===== src/rtl/somador_serial.sv =====
// somador_serial: bit-serial adder, R = A + B + TE over WIDTH bits.
// One full-adder cell and a carry flip-flop process one bit per clock.
// Operands enter through a start/ready handshake (inicio/pronto), and
// the {carry-out, sum} result is announced by a one-cycle valido pulse.
module somador_serial #(
   parameter int WIDTH = 2
) (
   input  logic             clk,
   input  logic             rst,
   input  logic             inicio,
   input  logic [WIDTH-1:0] A,
   input  logic [WIDTH-1:0] B,
   input  logic             TE,
   output logic             pronto,
   output logic             valido,
   output logic [WIDTH:0]   R
);

   // Counter wide enough for 0..WIDTH-1, never narrower than one bit.
   localparam int CW = (WIDTH > 1) ? $clog2(WIDTH) : 1;
   localparam logic [CW-1:0] CNT_LAST = CW'(WIDTH - 1);

   typedef enum logic [1:0] {
      OCIOSO = 2'd0,
      SOMA   = 2'd1,
      FIM    = 2'd2
   } estado_t;

   estado_t          estado_q, estado_d;
   logic [WIDTH-1:0] a_q, a_d;
   logic [WIDTH-1:0] b_q, b_d;
   logic [WIDTH-1:0] sum_q, sum_d;
   logic             c_q, c_d;
   logic [CW-1:0]    cnt_q, cnt_d;
   logic [WIDTH:0]   r_q, r_d;

   // Full-adder cell fed by the LSBs of the operand shift registers.
   logic             s_bit;
   logic             c_out;
   logic [WIDTH-1:0] sum_shift;

   assign s_bit = a_q[0] ^ b_q[0] ^ c_q;
   assign c_out = (a_q[0] & b_q[0]) | (c_q & (a_q[0] ^ b_q[0]));

   // Sum bits enter at the MSB and move down, so the first (LSB) result
   // bit reaches position 0 after WIDTH shifts.
   generate
      if (WIDTH == 1) begin : g_sum_one
         assign sum_shift = s_bit;
      end else begin : g_sum_many
         assign sum_shift = {s_bit, sum_q[WIDTH-1:1]};
      end
   endgenerate

   // State and datapath registers; reset aborts any operation in flight.
   always_ff @(posedge clk) begin
      if (rst) begin
         estado_q <= OCIOSO;
         a_q      <= '0;
         b_q      <= '0;
         sum_q    <= '0;
         c_q      <= 1'b0;
         cnt_q    <= '0;
         r_q      <= '0;
      end else begin
         estado_q <= estado_d;
         a_q      <= a_d;
         b_q      <= b_d;
         sum_q    <= sum_d;
         c_q      <= c_d;
         cnt_q    <= cnt_d;
         r_q      <= r_d;
      end
   end

   // Next-state and datapath update: latch on accept, one bit per SOMA edge.
   always_comb begin
      estado_d = estado_q;
      a_d      = a_q;
      b_d      = b_q;
      sum_d    = sum_q;
      c_d      = c_q;
      cnt_d    = cnt_q;
      r_d      = r_q;
      case (estado_q)
         OCIOSO: begin
            if (inicio) begin
               a_d      = A;
               b_d      = B;
               c_d      = TE;
               sum_d    = '0;
               cnt_d    = '0;
               estado_d = SOMA;
            end
         end
         SOMA: begin
            sum_d = sum_shift;
            a_d   = a_q >> 1;
            b_d   = b_q >> 1;
            c_d   = c_out;
            if (cnt_q == CNT_LAST) begin
               // Last bit: publish the full result; counter stays put.
               r_d      = {c_out, sum_shift};
               estado_d = FIM;
            end else begin
               cnt_d = cnt_q + CW'(1);
            end
         end
         FIM: begin
            estado_d = OCIOSO;
         end
         default: begin
            estado_d = OCIOSO;
         end
      endcase
   end

   assign pronto = (estado_q == OCIOSO);
   assign valido = (estado_q == FIM);
   assign R      = r_q;

endmodule


===== config.mk =====
export PLATFORM = sky130hd
export DESIGN_NAME = somador_serial
export DESIGN_NICKNAME = d
export VERILOG_FILES = /design/src/rtl/somador_serial.sv
export SDC_FILE = /design/constraint.sdc
export NUM_CORES = 1
export LEC_CHECK = 0
export BUFFER_PORTS_ARGS = -buffer_cell sky130_fd_sc_hd__buf_2
export CAP_MARGIN = 40
export CORE_AREA = 2 2 39 41
export CTS_BUF_LIST = sky130_fd_sc_hd__clkbuf_16
export CTS_CLUSTER_DIAMETER = 120
export DETAILED_ROUTE_END_ITERATION = 16
export DIE_AREA = 0 0 41 43
export GPL_ROUTABILITY_DRIVEN = 0
export GPL_TIMING_DRIVEN = 1
export PLACE_DENSITY = 0.74
export RECOVER_POWER = 25
export SLEW_MARGIN = 20
export SYNTH_ARGS = -nofsm -noshare
export SYNTH_HDL_FRONTEND = slang
export SYNTH_SLANG_ARGS = --single-unit

===== constraint.sdc =====
create_clock -name clk -period 1.1 [get_ports clk]
set_input_delay 0.055 -clock clk [delete_from_list [all_inputs] [get_ports clk]]
set_output_delay 0.055 -clock clk [all_outputs]
set_load 0.005 [all_outputs]

==> impl_metrics.env, run 1 <==
export IMPL_status="finished, violations left"
export IMPL_failed_checks="negative setup slack"
export IMPL_core_sq_um=1380
export IMPL_grt_usage=0.130
export IMPL_core_rowCount=14
export IMPL_drive_gt1_frac=0.373
export IMPL_required_ps=1220
export IMPL_cts_buffer_depth=2
export IMPL_die_w_um=41
export IMPL_skew_ps=3.99
export IMPL_gr_total_overflow=0
export IMPL_drc=0
export IMPL_hold_violations=0
export IMPL_layout_nets=77
export IMPL_finish_utilization=0.494
export IMPL_max_freq_mhz=860
export IMPL_start_util=0.364
export IMPL_tns_ps=-106
export IMPL_clkSinkCount=12
export IMPL_synth_top_family_by_area="compound AO/OA/AOI/OAI gates"
export IMPL_synth_xor_area_share=0
export IMPL_rsz0062_at_grt="yes"
export IMPL_drt_wl_total_um=1050
export IMPL_post_dp_hpwl_um=679
export IMPL_ir_drop_mv=0.933
export IMPL_post_cts_setup_buffers=0
export IMPL_cts_tree="yes"
export IMPL_critPathBufInv=0
export IMPL_worstSetupPathType="flop to flop"
export IMPL_pwr_share_seq=0.381
export IMPL_clock_latency_ps=240
export IMPL_wl_per_cell_um=12.7
export IMPL_start_kind="flop"
export IMPL_syn_area_sq_um=504
export IMPL_power_density_nw_per_um2=1880
export IMPL_crit_path_max_fanout=2
export IMPL_die_y_um=43
export IMPL_syn_nets=59
export IMPL_synthSimpleGateAreaFrac=0.136
export IMPL_path_delay_family="adder cells"
export IMPL_crit_path_top_delay_cell="fa_2"
export IMPL_grt_pass1_wl_um=1440
export IMPL_n_antenna_cell=0
export IMPL_die_area_sq_um=1760
export IMPL_path_cells="fa_2, a32oi_1, nor2_1"
export IMPL_viasPerCell=4.84
export IMPL_clkTransAtPathRegs_ps=40
export IMPL_max_slew_margin=0.806
export IMPL_synth_compound_area_frac=0.164
export IMPL_synthCells=50
export IMPL_cts_root_buf="clkbuf_16"
export IMPL_slew_viol_final=0
export IMPL_portBuffers=12
export IMPL_htreeDepth=1
export IMPL_synth_warnings=0
export IMPL_mostFrequentLayoutCells="12 x nor2_1, 11 x buf_2, 7 x dfxtp_1, 7 x mux2i_1, 5 x dfxtp_2"
export IMPL_fin_crit_sh=1.06
export IMPL_synth_seq_cells=12
export IMPL_p_leak_nw=0.314
export IMPL_worstSetupEndpointType="flop"
export IMPL_p_sw_frac=0.210
export IMPL_p_switching_mw=0.270
export IMPL_p_clk_frac=0.512
export IMPL_yosysUniqueCellTypes=18
export IMPL_vias=402
export IMPL_grt_antenna_before_repair=0
export IMPL_grt_pass1_vias=365
export IMPL_p_int_mw=1.02
export IMPL_first_pass_iters=1
export IMPL_grt_max_degree=13
export IMPL_setup_violations=2
export IMPL_fin_crit_ps=1160
export IMPL_setup_slack_ps=-62.1
export IMPL_arrival_ps=1280
export IMPL_drtIter0Drc=0
export IMPL_combinationalPowerShare=0.108
export IMPL_avgSynthCellArea_sq_um=10.1
export IMPL_final_common_cell="nor2_1"
export IMPL_yosysSeqAreaShare=0.476
export IMPL_slowest_delay_ps=470
export IMPL_hold_class="input pin to flop"
export IMPL_io_pins=13
export IMPL_cts_buffers=3
export IMPL_synthMuxAreaShare=0.139
export IMPL_worstMarginPinSlew_ps=290
export IMPL_maxCapViolCount=0
export IMPL_area_growth_pct=35.5
export IMPL_ant_nets=0
export IMPL_synthAdderAreaFrac=0.0397
## synth_stat cells
library cell | n | area share
a211oi_1 | 3 | 0.045
a21o_1 | 1 | 0.015
a21oi_1 | 1 | 0.0099
a22oi_1 | 2 | 0.030
a32oi_1 | 1 | 0.017
buf_6 | 1 | 0.022
clkbuf_1 | 1 | 0.0074
dfxtp_1 | 12 | 0.48
fa_1 | 1 | 0.040
inv_1 | 2 | 0.015
mux2i_1 | 7 | 0.14
nand2_1 | 1 | 0.0074
nand3b_1 | 1 | 0.015
nor2_1 | 12 | 0.089
nor3_1 | 1 | 0.0099
nor3b_1 | 1 | 0.015
o21ba_4 | 1 | 0.032
o21bai_1 | 1 | 0.015
## flip-flops by register name (all words and copies together) (netlist names)
register  cells
R             3
cnt_q         1
b_q           2
estado_q      2
sum_q         1
a_q           2
c_q           1
## logic make-up after synthesis
group	Yosys count
AOI/OAI and AO/OA	10
adders and majority gates	1
buffers and inverters	4
DFF	12
muxes	7
and+or+nand+nor	16
## tightest hold or removal path, delay by kind of cell
kind / cells / cell delay [ps]
buffers and inverters: 1 / 80
AOI/OAI and AO/OA: 1 / 50
and+or+nand+nor: 1 / 80
## metal layers
layer  wire, um  GRT usage  up-vias
met4         34      0.100        0
li1           -          -      209
met1        453      0.128      178
met3         36     0.0471        5
met5          0          0        -
met2        526      0.206       10
## final timing paths
check | start | to | slack (ps) | cells after the start
setup / recovery | c_q | sum_q[1] | -60 | 3
hold / removal | A[1] | a_q[1] | 60 | 3
setup reg to reg | c_q | sum_q[1] | -60 | 3
hold reg to reg | R[0] | R[0] | 490 | 2
## timing repair
item,CTS,global route
pin swaps,1,0
gates resized for setup,4,2
setup endpoints to repair,4,7
hold endpoints to repair,0,0
hold buffers,0,0
## power groups by stage
stage,registers [mW],logic (mW),clock network (mW)
4_1_cts,0.489,0.137,0.671
3_3_place_gp,0.492,0.128,0
5_1_grt,0.493,0.154,0.682
6_report,0.490,0.138,0.658
3_5_place_dp,0.493,0.130,0
2_1_floorplan,0.487,0.0945,0
## cell type report
type / count / area (sq um)
fill: 126 / 701
inverter: 2 / 7.51
sequential: 12 / 246
clock inverter: 1 / 3.75
timing repair buffer: 15 / 81.3
clock buffer: 3 / 75.1
tap: 16 / 20.0
multi-input combinational: 34 / 249
## through the flow
stage                     hold WS (ps)  area [sq um]  cells  setup slack (ps)  total power [mW]
after floorplan                    120           505     50             -27.7             0.582
after CTS                         69.0           678     83             -65.2              1.30
after detailed placement           315           593     79             -64.9             0.624
after global placement             302           593     79             -31.9             0.620
after global routing              86.5           683     83             -90.8              1.33
final                             60.8           683     83             -62.1              1.29
(Power assumes the default switching activity.)
==> run 2: changes to the inputs <==
Settings changed: SETUP_SLACK_MARGIN set to 0.2.
==> run 2 against run 1 <==
Compared with the run above:
- sequential cell count unchanged
- global-route usage increased by 1.7 points
- the flow still finishes with violations (negative setup slack)
- highest routed layer unchanged
- clock-buffer cell count did not move
- critical path type unchanged
- die area is the same
==> impl_metrics.env, run 2 (synthesized netlist as in run 1, its figures left out) <==
export IMPL_status="finished, violations left"
export IMPL_failed_checks="negative setup slack"
export IMPL_arrival_ps=1260
export IMPL_finish_utilization=0.533
export IMPL_p_leak_nw=0.332
export IMPL_placed_area_sq_um=599
export IMPL_path_cells="fa_2, a32oi_1, nor2_1"
export IMPL_slowest_delay_ps=460
export IMPL_n_antenna_cell=0
export IMPL_whs_ps=45.8
export IMPL_cts_root_buf="clkbuf_16"
export IMPL_ant_nets=0
export IMPL_start_kind="flop"
export IMPL_p_switching_mw=0.290
export IMPL_power_density_nw_per_um2=1790
export IMPL_largest_reg_flops=3
export IMPL_vias=418
export IMPL_slew_viol_final=0
export IMPL_grt_usage=0.147
export IMPL_grt_pass1_wl_um=1660
export IMPL_finalInstanceArea_sq_um=737
export IMPL_hold_buffers=0
export IMPL_clock_latency_ps=240
export IMPL_skew_ps=3.10
export IMPL_p_clk_frac=0.511
export IMPL_die_area_sq_um=1760
export IMPL_fin_crit_ps=1130
export IMPL_rsz0062_at_grt="yes"
export IMPL_max_slew_margin=0.829
export IMPL_hold_violations=0
export IMPL_grt_antenna_before_repair=0
export IMPL_worstSetupPathType="flop to flop"
export IMPL_drc=0
export IMPL_start_util=0.364
export IMPL_portBuffers=12
export IMPL_grt_pass1_vias=389
export IMPL_first_pass_iters=4
export IMPL_layout_nets=79
export IMPL_clkSinkCount=12
export IMPL_drt_wl_total_um=1070
export IMPL_wl_per_cell_um=12.6
export IMPL_area_growth_pct=46.2
export IMPL_pwr_share_seq=0.370
export IMPL_p_int_mw=1.03
export IMPL_layout_cells_non_filler=85
export IMPL_drtIter0Drc=3
export IMPL_gr_total_overflow=0
export IMPL_core_sq_um=1380
export IMPL_cts_buffers=3
export IMPL_maxCapViolCount=0
export IMPL_grt_max_degree=13
export IMPL_htreeDepth=1
export IMPL_placed_cells=77
export IMPL_worstMarginPinSlew_ps=256
export IMPL_crit_path_top_delay_cell="fa_2"
export IMPL_die_y_um=43
export IMPL_ir_drop_mv=0.807
export IMPL_cts_tree="yes"
export IMPL_post_dp_hpwl_um=658
export IMPL_cts_buffer_depth=2
export IMPL_required_ps=1220
export IMPL_core_rowCount=14
export IMPL_hold_class="input pin to flop"
export IMPL_combinationalPowerShare=0.119
export IMPL_setup_violations=2
export IMPL_setup_slack_ps=-34.1
export IMPL_io_pins=13
export IMPL_place_ws_ps=-58.6
export IMPL_drive_gt1_frac=0.435
export IMPL_crit_path_max_fanout=2
export IMPL_p_sw_frac=0.220
export IMPL_mostFrequentLayoutCells="11 x nor2_1, 11 x buf_2, 7 x dfxtp_1, 7 x mux2i_1"
export IMPL_clkTransAtPathRegs_ps=50
export IMPL_viasPerCell=4.92
export IMPL_worstSetupEndpointType="flop"
export IMPL_fin_crit_sh=1.03
export IMPL_die_w_um=41
export IMPL_max_freq_mhz=882
run 2: cell types whose count changed in the layout (fill, tap and decap cells not counted), sizes merged:
cell / previous run / this run
buf: 14 / 16
run 2: layout make-up:
type | count | area (sq um)
clock buffer | 3 | 75.1
clock inverter | 1 | 3.75
fill | 136 | 647
inverter | 2 | 10.0
multi-input combinational | 34 | 269
sequential | 12 | 251
tap | 16 | 20.0
timing repair buffer | 17 | 108
run 2: worst max-delay path, delay by kind of cell, from the launching register on:
kind,cells,cell delay [ps]
fa+ha+maj,1,460
compound gates,1,180
simple gates,1,50
flops,1,320
run 2: final timing paths:
check,startpoint,endpoint,slack [ps],cells past startpoint
hold / removal,B[1],b_q[1],50,3
setup / recovery,c_q,sum_q[1],-30,3
setup reg to reg,c_q,sum_q[1],-30,3
hold reg to reg,sum_q[1],sum_q[1],500,2
run 2: per-stage QoR:
stage	setup TNS, ps	total power, mW
4_1_cts	-45.1	1.31
3_3_place_gp	-27.5	0.625
3_5_place_dp	-62.6	0.629
5_1_grt	-133	1.38
2_1_floorplan	-21.3	0.592
6_report	-35.4	1.32
run 2: power by group through the flow:
stage / registers (mW) / clock network, mW / logic, mW
after global placement: 0.496 / 0 / 0.130
final: 0.488 / 0.674 / 0.158
after global routing: 0.492 / 0.710 / 0.174
after floorplan: 0.489 / 0 / 0.102
after CTS: 0.490 / 0.679 / 0.145
after detailed placement: 0.497 / 0 / 0.132
run 2: what timing repair did:
item | in CTS | in global routing
gates resized for setup | 9 | 2
endpoints found under the setup margin | 11 | 13
buffers inserted | 2 | 2
pin swaps | 6 | 4
run 2: metal layers:
| layer | part of all wire | track usage | vias up |
|---|---|---|---|
| met1 | 0.43 | 0.169 | 193 |
| met2 | 0.52 | 0.200 | 9 |
| met5 | 0 | 0 | - |
| met3 | 0.027 | 0.0471 | 4 |
| li1 | - | - | 212 |
| met4 | 0.029 | 0.140 | 0 |
